$ cat src/rtl/rover_drive_ctrl_pkg.sv
// Shared types and constants for the rover drive controller: FSM states,
// command mode encodings and H-bridge IN[4:1] drive patterns.
package rover_drive_ctrl_pkg;

    typedef enum logic [1:0] {
        ST_IDLE    = 2'd0,
        ST_RUN     = 2'd1,
        ST_BRAKE   = 2'd2,
        ST_LOCKOUT = 2'd3
    } state_t;

    localparam logic [1:0] MODE_STOP  = 2'd0;
    localparam logic [1:0] MODE_FWD   = 2'd1;
    localparam logic [1:0] MODE_PIV_L = 2'd2;
    localparam logic [1:0] MODE_PIV_R = 2'd3;

    localparam logic [3:0] IN_OFF   = 4'b0000;
    localparam logic [3:0] IN_FWD   = 4'b1010;
    localparam logic [3:0] IN_PIV_L = 4'b0110;
    localparam logic [3:0] IN_PIV_R = 4'b1001;
    localparam logic [3:0] IN_BRAKE = 4'b1111;

    function automatic logic [3:0] mode_in(input logic [1:0] mode);
        logic [3:0] pat;
        case (mode)
            MODE_FWD:   pat = IN_FWD;
            MODE_PIV_L: pat = IN_PIV_L;
            MODE_PIV_R: pat = IN_PIV_R;
            default:    pat = IN_OFF;
        endcase
        return pat;
    endfunction

endpackage

$ cat src/rtl/rover_drive_ctrl_quad_decoder.sv
// x4 quadrature decoder: synchronises both encoder phases and emits a
// one-cycle pulse per legal single-phase transition.
module quad_decoder (
    input  logic clk,
    input  logic rst,
    input  logic i_enc_a,
    input  logic i_enc_b,
    output logic o_edge
);

    logic [1:0] r_a_sync;
    logic [1:0] r_b_sync;
    logic [1:0] r_prev;
    logic       r_edge;
    logic [1:0] w_cur;

    assign w_cur  = {r_a_sync[1], r_b_sync[1]};
    assign o_edge = r_edge;

    // Exactly one phase changing is a legal step; both changing is dropped.
    always_ff @(posedge clk or posedge rst) begin
        if (rst) begin
            r_a_sync <= 2'b00;
            r_b_sync <= 2'b00;
            r_prev   <= 2'b00;
            r_edge   <= 1'b0;
        end else begin
            r_a_sync <= {r_a_sync[0], i_enc_a};
            r_b_sync <= {r_b_sync[0], i_enc_b};
            r_prev   <= w_cur;
            r_edge   <= ^(w_cur ^ r_prev);
        end
    end

endmodule

$ cat src/rtl/rover_drive_ctrl.sv
// Rover drive controller: accepts move commands, drives the H-bridge with PWM
// until the encoder distance is covered, brakes, and locks out on overcurrent.
module rover_drive_ctrl
    import rover_drive_ctrl_pkg::*;
#(
    parameter int CNT_W     = 16,
    parameter int PWM_W     = 8,
    parameter int BRAKE_CYC = 1000,
    parameter int OC_HOLD   = 1000000
) (
    input  logic             clk,
    input  logic             rst,
    input  logic             i_enable,
    input  logic             i_cmd_valid,
    output logic             o_cmd_ready,
    input  logic [1:0]       i_cmd_mode,
    input  logic [CNT_W-1:0] i_cmd_counts,
    input  logic [PWM_W-1:0] i_cmd_duty,
    input  logic             i_enc_a,
    input  logic             i_enc_b,
    input  logic             i_overide,
    output logic [3:0]       o_in,
    output logic             o_en_a,
    output logic             o_en_b,
    output logic             o_busy,
    output logic             o_done,
    output logic             o_fault
);

    localparam int HOLD_MAX = (BRAKE_CYC > OC_HOLD) ? BRAKE_CYC : OC_HOLD;
    localparam int TMR_W    = $clog2(HOLD_MAX + 1);
    localparam logic [TMR_W-1:0] BRAKE_LAST = TMR_W'(BRAKE_CYC - 1);
    localparam logic [TMR_W-1:0] OC_LAST    = TMR_W'(OC_HOLD - 1);

    state_t           r_state;
    logic             r_alive;
    logic [1:0]       r_mode;
    logic [CNT_W-1:0] r_counts;
    logic [CNT_W-1:0] r_edges;
    logic [PWM_W-1:0] r_duty;
    logic [PWM_W-1:0] r_pwm_cnt;
    logic [TMR_W-1:0] r_timer;
    logic [1:0]       r_ov_sync;
    logic [3:0]       r_in;
    logic             r_en;
    logic             r_done;
    logic             r_fault;

    logic w_edge;
    logic w_ov;
    logic w_pwm;
    logic w_xfer;

    quad_decoder u_quad (
        .clk     (clk),
        .rst     (rst),
        .i_enc_a (i_enc_a),
        .i_enc_b (i_enc_b),
        .o_edge  (w_edge)
    );

    assign w_ov        = r_ov_sync[1];
    assign w_pwm       = (r_pwm_cnt < r_duty);
    assign o_cmd_ready = r_alive && (r_state == ST_IDLE) && i_enable && !w_ov;
    assign w_xfer      = i_cmd_valid && o_cmd_ready;

    assign o_in    = r_in;
    assign o_en_a  = r_en;
    assign o_en_b  = r_en;
    assign o_busy  = (r_state != ST_IDLE);
    assign o_done  = r_done;
    assign o_fault = r_fault;

    // Overcurrent synchroniser and free-running PWM counter.
    always_ff @(posedge clk or posedge rst) begin
        if (rst) begin
            r_ov_sync <= 2'b00;
            r_pwm_cnt <= '0;
        end else begin
            r_ov_sync <= {r_ov_sync[0], i_overide};
            r_pwm_cnt <= r_pwm_cnt + PWM_W'(1);
        end
    end

    // Travelled-distance counter; saturates so overrun edges cannot wrap it.
    always_ff @(posedge clk or posedge rst) begin
        if (rst) begin
            r_edges <= '0;
        end else if (w_xfer) begin
            r_edges <= '0;
        end else if (w_edge && (r_edges != {CNT_W{1'b1}})) begin
            r_edges <= r_edges + CNT_W'(1);
        end else begin
            r_edges <= r_edges;
        end
    end

    // Drive FSM; enable loss outranks overcurrent, which outranks distance reached.
    always_ff @(posedge clk or posedge rst) begin
        if (rst) begin
            r_state  <= ST_IDLE;
            r_alive  <= 1'b0;
            r_mode   <= MODE_STOP;
            r_counts <= '0;
            r_duty   <= '0;
            r_timer  <= '0;
            r_in     <= IN_OFF;
            r_en     <= 1'b0;
            r_done   <= 1'b0;
            r_fault  <= 1'b0;
        end else begin
            r_alive <= 1'b1;
            r_done  <= 1'b0;
            if (!i_enable) begin
                r_state <= ST_IDLE;
                r_in    <= IN_OFF;
                r_en    <= 1'b0;
                r_timer <= '0;
            end else if ((r_state != ST_IDLE) && w_ov) begin
                r_state <= ST_LOCKOUT;
                r_fault <= 1'b1;
                r_in    <= IN_OFF;
                r_en    <= 1'b0;
                r_timer <= '0;
            end else begin
                case (r_state)
                    ST_IDLE: begin
                        r_in    <= IN_OFF;
                        r_en    <= 1'b0;
                        r_timer <= '0;
                        if (w_xfer) begin
                            r_mode   <= i_cmd_mode;
                            r_counts <= i_cmd_counts;
                            r_duty   <= i_cmd_duty;
                            r_fault  <= 1'b0;
                            if ((i_cmd_mode == MODE_STOP) || (i_cmd_counts == '0)) begin
                                r_done <= 1'b1;
                            end else begin
                                r_state <= ST_RUN;
                                r_in    <= mode_in(i_cmd_mode);
                                r_en    <= (r_pwm_cnt < i_cmd_duty);
                            end
                        end else if (w_ov) begin
                            r_fault <= 1'b1;
                        end else begin
                            r_fault <= r_fault;
                        end
                    end
                    ST_RUN: begin
                        if (r_edges >= r_counts) begin
                            r_state <= ST_BRAKE;
                            r_in    <= IN_BRAKE;
                            r_en    <= 1'b1;
                            r_timer <= '0;
                        end else begin
                            r_in <= mode_in(r_mode);
                            r_en <= w_pwm;
                        end
                    end
                    ST_BRAKE: begin
                        if (r_timer == BRAKE_LAST) begin
                            r_state <= ST_IDLE;
                            r_in    <= IN_OFF;
                            r_en    <= 1'b0;
                            r_done  <= 1'b1;
                            r_timer <= '0;
                        end else begin
                            r_timer <= r_timer + TMR_W'(1);
                        end
                    end
                    ST_LOCKOUT: begin
                        if (r_timer == OC_LAST) begin
                            r_state <= ST_IDLE;
                            r_done  <= 1'b1;
                            r_timer <= '0;
                        end else begin
                            r_timer <= r_timer + TMR_W'(1);
                        end
                    end
                    default: begin
                        r_state <= ST_IDLE;
                        r_in    <= IN_OFF;
                        r_en    <= 1'b0;
                        r_timer <= '0;
                    end
                endcase
            end
        end
    end

endmodule

$ cat config.mk
export PLATFORM = sky130hd
export DESIGN_NAME = rover_drive_ctrl
export DESIGN_NICKNAME = d
export VERILOG_FILES = /design/src/rtl/rover_drive_ctrl_pkg.sv /design/src/rtl/rover_drive_ctrl_quad_decoder.sv /design/src/rtl/rover_drive_ctrl.sv
export SDC_FILE = /design/constraint.sdc
export NUM_CORES = 1
export LEC_CHECK = 0
export CORE_MARGIN = 2
export CORE_UTILIZATION = 63
export DETAILED_ROUTE_END_ITERATION = 6
export GPL_ROUTABILITY_DRIVEN = 0
export HOLD_SLACK_MARGIN = 0.1
export PLACE_DENSITY = 0.91
export RECOVER_POWER = 25
export SLEW_MARGIN = 10
export SYNTH_ARGS = -nofsm -noshare
export SYNTH_HDL_FRONTEND = slang
export SYNTH_SLANG_ARGS = --single-unit
$ cat constraint.sdc
create_clock -name clk -period 5.6 [get_ports clk]
set_input_delay 0.84 -clock clk [delete_from_list [all_inputs] [get_ports clk]]
set_output_delay 0.84 -clock clk [all_outputs]
set_load 0.05 [all_outputs]
==> flow_summary.yaml, run 1 <==
status:
  outcome: "complete, but fails checks"
  violations: "capacitance limit, slew limit"
route:
  vias_per_cell: 6.13
  drt_iter0_markers: 294
  firstDrtPassIters: 5
  drc: 0
  wirelength_mm: 11.1
  routedWlPerCell_um: 16.3
  vias: 4164
  ant_nets: 0
synthesis:
  syn_area_mm2: 0.00501
  synth_edf_count: 0
  synth_cell_types: 52
  syn-mean-instance-area_um2: 9.33
  synth_ff_type: "dfrtp_1"
  seq_area_frac_synth: 0.444
  ys_seq_elements: 89
  yosys_warnings: 0
  async_flop_share: 1.00
  syn_inst: 537
  synth_fp_nets: 617
floorplanning:
  ios: 43
  start_util: 0.649
  rows: 32
  die_area_mm2: 0.00869
  die_w_um: 93.2
  fp.coreArea_mm2: 0.00773
  die_h_um: 93.2
sta:
  max_freq_mhz: 285
  worst_slack_ns: 2.09
  final.setup.tns_ns: 0
  tightestPinTransition_ns: 2.33
  drv_slew: 56
  finalCritPeriodShare: 0.626
  skew_ns: 0.0121
  slew-limit-headroom: -0.563
  rsz0062_at_grt: "no"
  min_period_ns: 3.51
  hold_viol: 0
  setup_violations: 0
global_route:
  grt.total_usage: 0.276
  grt_pass1_vias: 4165
  antenna_found_initial: 0
  grt_overflow: 0
  grt_max_degree: 67
  grt_pass1_wl_mm: 19.0
finish:
  syn_to_final_growth_pct: 12.8
  drive_gt1_frac: 0.0347
  n_fill_cell: 564
  nets: 653
  final_cells: 679
  design_area_mm2: 0.00565
  antennaDiodeCount: 0
clock_tree:
  htreeDepth: 3
  numCtsBuffers: 9
  cts_resized: 0
  cts_hold_buffers: 0
  clock_latency_ns: 0.36
  clk_pin_slew_ns: 0.07
  cts_tree: "built"
  clock-sinks: 89
  cts_setup_buffers: 0
  cts_buffer_depth: 2
  root_buffer: "clkbuf_8"
critical_path:
  crit_type: "in -> out"
  cp-end-kind: "output port"
  worstSetupStartpoint: "i_enable"
  startpoint_type: "input port"
  cp.required_ns: 4.76
  arrival_ns: 2.67
  r2r_start: "r_edges[13]"
  cp_max_fo: 9
placement:
  place_area_mm2: 0.00549
  place_inst: 664
  portBuffers: 42
  dp_slack_ns: 1.81
  dp_hpwl_mm: 7.91
power:
  power_density_mw_per_mm2: 398
  power_w: 0.00225
  p_leak_nw: 2.57
  vdd_ir_drop_max_uv: 254
min_path:
  min_from: "r_ov_sync[0]"
  hp-class: "reg -> reg"
run:
  max-cap-violations: 1
==> path summary, 6_finish.rpt <==
path,end,slack (ns),cells past startpoint
worst min register to register,r_ov_sync[1],0.35,0
worst max register to register,r_timer[14],2.26,7
worst max-delay path,o_cmd_ready,2.09,3
max in group asynchronous,r_edges[2],2.74,3
min in group asynchronous,r_timer[1],1.57,2
worst min-delay path,r_ov_sync[1],0.35,0
==> registers in the layout, summed over array words and instances (netlist names), 2 cells and up <==
name	cells
o_in	4
r_ov_sync	2
r_pwm_cnt	8
u_quad.r_b_sync	2
r_counts	16
u_quad.r_a_sync	2
r_timer	20
r_state	2
u_quad.r_prev	2
r_edges	16
r_duty	8
r_mode	2
==> routing by layer <==
layer	routed length [um]	vias up	global-route usage
met1	4630	2006	0.352
met2	5560	158	0.470
met5	0	-	0
met3	708	17	0.0492
li1	-	1983	-
met4	163	0	0.105
==> stage by stage <==
step	utilization	hold WS (ns)
final	0.732	0.353
after global routing	0.732	0.371
after CTS	0.732	0.354
after detailed placement	0.711	0.336
after global placement	0.711	0.333
after floorplan	-	0.331
==> where the power goes <==
| group | switching [W] | total, W | internal (W) |
|---|---|---|---|
| Combinational | 0.000528 | 0.000888 | 0.000360 |
| Sequential | 0.000147 | 0.000966 | 0.000819 |
| Clock | 0.000225 | 0.000396 | 0.000170 |
| Total | 0.000901 | 0.00225 | 0.00135 |
==> cells in the final DEF (no fill, tap or decap), drive strengths merged, types with 9 or more instances in the layout <==
cell | synthesis | layout
dfrtp | 89 | 89
nand2 | 65 | 65
o21ai | 54 | 54
inv | 49 | 48
ha | 47 | 47
clkdlybuf4s50 | 0 | 38
nor2 | 31 | 31
a21oi | 27 | 27
nand3 | 15 | 15
nand4 | 12 | 12
clkbuf | 15 | 12
xor2 | 11 | 11
and4 | 10 | 10
or4 | 10 | 10
and3 | 9 | 9
o41ai | 9 | 9
==> layout make-up <==
cell class / count / area (um^2) / share of cell area
Clock inverter: 3 / 17.5 / 0.00310
Timing Repair Buffer: 43 / 428 / 0.0757
Multi-Input combinational cell: 381 / 2520 / 0.446
Clock buffer: 12 / 145 / 0.0257
Inverter: 49 / 185 / 0.0328
Tap cell: 102 / 128 / 0.0226
Sequential cell: 89 / 2230 / 0.394
==> cell families after synthesis <==
| logic type | synth area share |
|---|---|
| AOI/OAI and AO/OA | 0.167 |
| xor gates and xnor gates | 0.0332 |
| adders and majority gates | 0.117 |
| buffers and inverters | 0.0524 |
| other | 0.000748 |
| muxes | 0.00200 |
| DFF | 0.444 |
| and+or+nand+nor | 0.183 |
==> synthesized netlist by cell type (all sizes together), types with 2 or more instances <==
cell	n	area, um^2
dfrtp	89	2230
nand2	65	246
o21ai	54	270
inv	49	184
ha	47	588
nor2	31	116
a21oi	27	135
clkbuf	15	56.3
nand3	15	75.1
nand4	12	75.1
xor2	11	96.3
and4	10	87.6
or4	10	75.1
and3	9	56.3
o41ai	9	78.8
nor3	8	40.0
xnor2	8	70.1
a21o	7	52.6
nor4	6	37.5
nand2b	5	31.3
a21boi	4	30.0
a31oi	4	25.0
and2	4	25.0
or3	4	30.0
a211oi	3	22.5
a22o	3	26.3
buf	3	22.5
o31ai	3	22.5
a41oi	2	17.5
and4b	2	20.0
o211ai	2	20.0
o21bai	2	15.0
==> critical path: stages <==
cell             delay [ns]
clkdlybuf4s50_1        0.65
and4b_1                0.34
clkdlybuf4s50_1        0.83
Note: power is estimated with default switching activity, not from simulation.
==> run 2, diff against run 1 <==
--- a/config.mk
+++ b/config.mk
@@ -6,11 +6,11 @@
 export NUM_CORES = 1
 export LEC_CHECK = 0
 export CORE_MARGIN = 2
-export CORE_UTILIZATION = 63
+export CORE_UTILIZATION = 53
 export DETAILED_ROUTE_END_ITERATION = 6
 export GPL_ROUTABILITY_DRIVEN = 0
 export HOLD_SLACK_MARGIN = 0.1
-export PLACE_DENSITY = 0.91
+export PLACE_DENSITY = 0.82
 export RECOVER_POWER = 25
 export SLEW_MARGIN = 10
 export SYNTH_ARGS = -nofsm -noshare
==> constraint.sdc (replaced) <==
create_clock -name clk -period 3.15 [get_ports clk]
set_input_delay 0.4725 -clock clk [delete_from_list [all_inputs] [get_ports clk]]
set_output_delay 0.4725 -clock clk [all_outputs]
set_load 0.05 [all_outputs]
==> flow_summary.yaml, run 2 (synthesis gave the netlist of run 1 again) <==
status:
  outcome: "complete, but fails checks"
  violations: "capacitance limit, slew limit"
finish:
  reg_top3: "r_timer: 20 flops, r_counts: 16 flops, r_edges: 16 flops"
  syn_to_final_growth_pct: 15.0
  antennaDiodeCount: 0
  final_core_util: 0.627
  largest-register: "r_timer"
  final_cell_mix: "dfrtp_1 (89), nand2_1 (64), o21ai_0 (54), inv_1 (48), ha_1 (47)"
  n_fill_cell: 755
  final_common_cell: "dfrtp_1"
  design_area_mm2: 0.00576
  final_cells: 696
  largest_reg_flops: 20
  nets: 662
  drive_gt1_frac: 0.0513
floorplanning:
  die_h_um: 101
  rows: 35
  ios: 43
  fp.coreArea_mm2: 0.00920
  start_util: 0.545
  die_area_mm2: 0.0103
  die_w_um: 101
clock_tree:
  cts_buffer_depth: 2
  clock-sinks: 89
  numCtsBuffers: 9
  clk_pin_slew_ns: 0.09
  cts_resized: 0
  cts_hold_buffers: 0
  root_buffer: "clkbuf_8"
  cts_setup_buffers: 0
  cts_tree: "built"
  htreeDepth: 3
  clock_latency_ns: 0.37
global_route:
  grt.total_usage: 0.232
  grt_max_degree: 90
  grt_pass1_wl_mm: 18.9
  antenna_found_initial: 0
  grt_overflow: 0
  grt_pass1_vias: 4159
critical_path:
  r2r_end: "r_state[1]"
  startpoint_type: "flop"
  rrSetupSlack_ns: 0.23
  slowest_delay_ns: 0.62
  worst_path_max_delay_cell: "o311ai_4"
  critical-path-top-delay-family: "compound AO/OA/AOI/OAI gates"
  r2r_cells: 7
  crit_type: "reg -> reg"
  cp_max_fo: 13
  cp.required_ns: 3.45
  critical_path.cell_chain: "or4_1 -> or3_4 -> o311ai_4 -> nand2_2 -> buf_4 -> o41a_1 -> a31oi_1"
  arrival_ns: 3.22
  cp.buffers_inverters: 1
  r2r_start: "r_timer[15]"
  cp-end-kind: "flop"
sta:
  finalCritPeriodShare: 0.927
  hold_viol: 0
  setup_violations: 0
  slew-limit-headroom: -0.451
  skew_ns: 0.0114
  rsz0062_at_grt: "no"
  tightestPinTransition_ns: 2.18
  min_period_ns: 2.92
  final.setup.tns_ns: 0
  worst_hold_slack_ns: 0.353
  drv_slew: 90
  max_freq_mhz: 343
route:
  drt_iter0_markers: 166
  drc: 0
  firstDrtPassIters: 5
  vias_per_cell: 5.91
  wirelength_mm: 11.1
  ant_nets: 0
  vias: 4110
  routedWlPerCell_um: 16.0
min_path:
  min_from: "u_quad.r_b_sync[0]"
  min_to: "u_quad.r_b_sync[1]"
  hp-class: "reg -> reg"
  min_path_cells: 0
run:
  max-cap-violations: 1
placement:
  place_area_mm2: 0.00560
  portBuffers: 42
  place_inst: 682
  dp_hpwl_mm: 8.05
power:
  vdd_ir_drop_max_uv: 404
  power_density_mw_per_mm2: 714
  p_leak_nw: 2.63
-- run 2: cell types whose count changed in the layout (fill, tap and decap cells not counted) --
cell,before,now
clkinv_2,2,3
clkbuf_1,2,0
buf_12,0,1
buf_4,1,8
bufinv_16,0,1
clkinvlp_4,1,0
clkbuf_2,0,1
-- run 2: layer usage --
layer  GRT usage  vias to the layer above  share of wire
li1            -                     2001              -
met5           0                        -              0
met4      0.0988                        0          0.020
met3      0.0393                       21          0.044
met2       0.396                      106           0.51
met1       0.292                     1982           0.43
-- run 2: layout make-up --
cell class                      instances  area [um^2]  share of cell area
Clock inverter                          4         45.0             0.00782
Timing Repair Buffer                   52          505              0.0877
Inverter                               49          185              0.0321
Tap cell                              111          139              0.0241
Clock buffer                           10          138              0.0239
Sequential cell                        89         2230               0.386
Multi-Input combinational cell        381         2520               0.438
-- run 2: worst register-to-register path, cell delays in order, from the launching register on --
cell	delay [ns]
dfrtp_1	0.44
or4_1	0.53
or3_4	0.38
o311ai_4	0.62
nand2_2	0.13
buf_4	0.21
o41a_1	0.40
a31oi_1	0.15
-- run 2: how the worst max path moves through the flow --
stage	start	end	slack, ns	cells past startpoint
6_report	r_timer[15]	r_state[1]	0.23	7
3_3_place_gp	r_timer[15]	r_state[1]	0.40	7
4_1_cts	r_timer[15]	r_state[1]	0.28	7
3_5_place_dp	r_timer[15]	r_state[1]	0.32	7
2_1_floorplan	rst	o_done	0.37	1
5_1_grt	rst	r_counts[13]	0.08	3
-- run 2: power by group --
part / internal (W) / switching (W) / total [W] / leakage, nW
Combinational: 0.000667 / 0.000969 / 0.00164 / 1.41
Sequential: 0.00145 / 0.000243 / 0.00170 / 1.12
Clock: 0.000376 / 0.000406 / 0.000782 / 0.0978
-- run 2: metrics by stage --
stage	power, W	setup WS [ns]
2_1_floorplan	0.00282	0.371
3_3_place_gp	0.00323	0.400
3_5_place_dp	0.00333	0.322
4_1_cts	0.00412	0.283
5_1_grt	0.00445	0.0828
6_report	0.00412	0.231
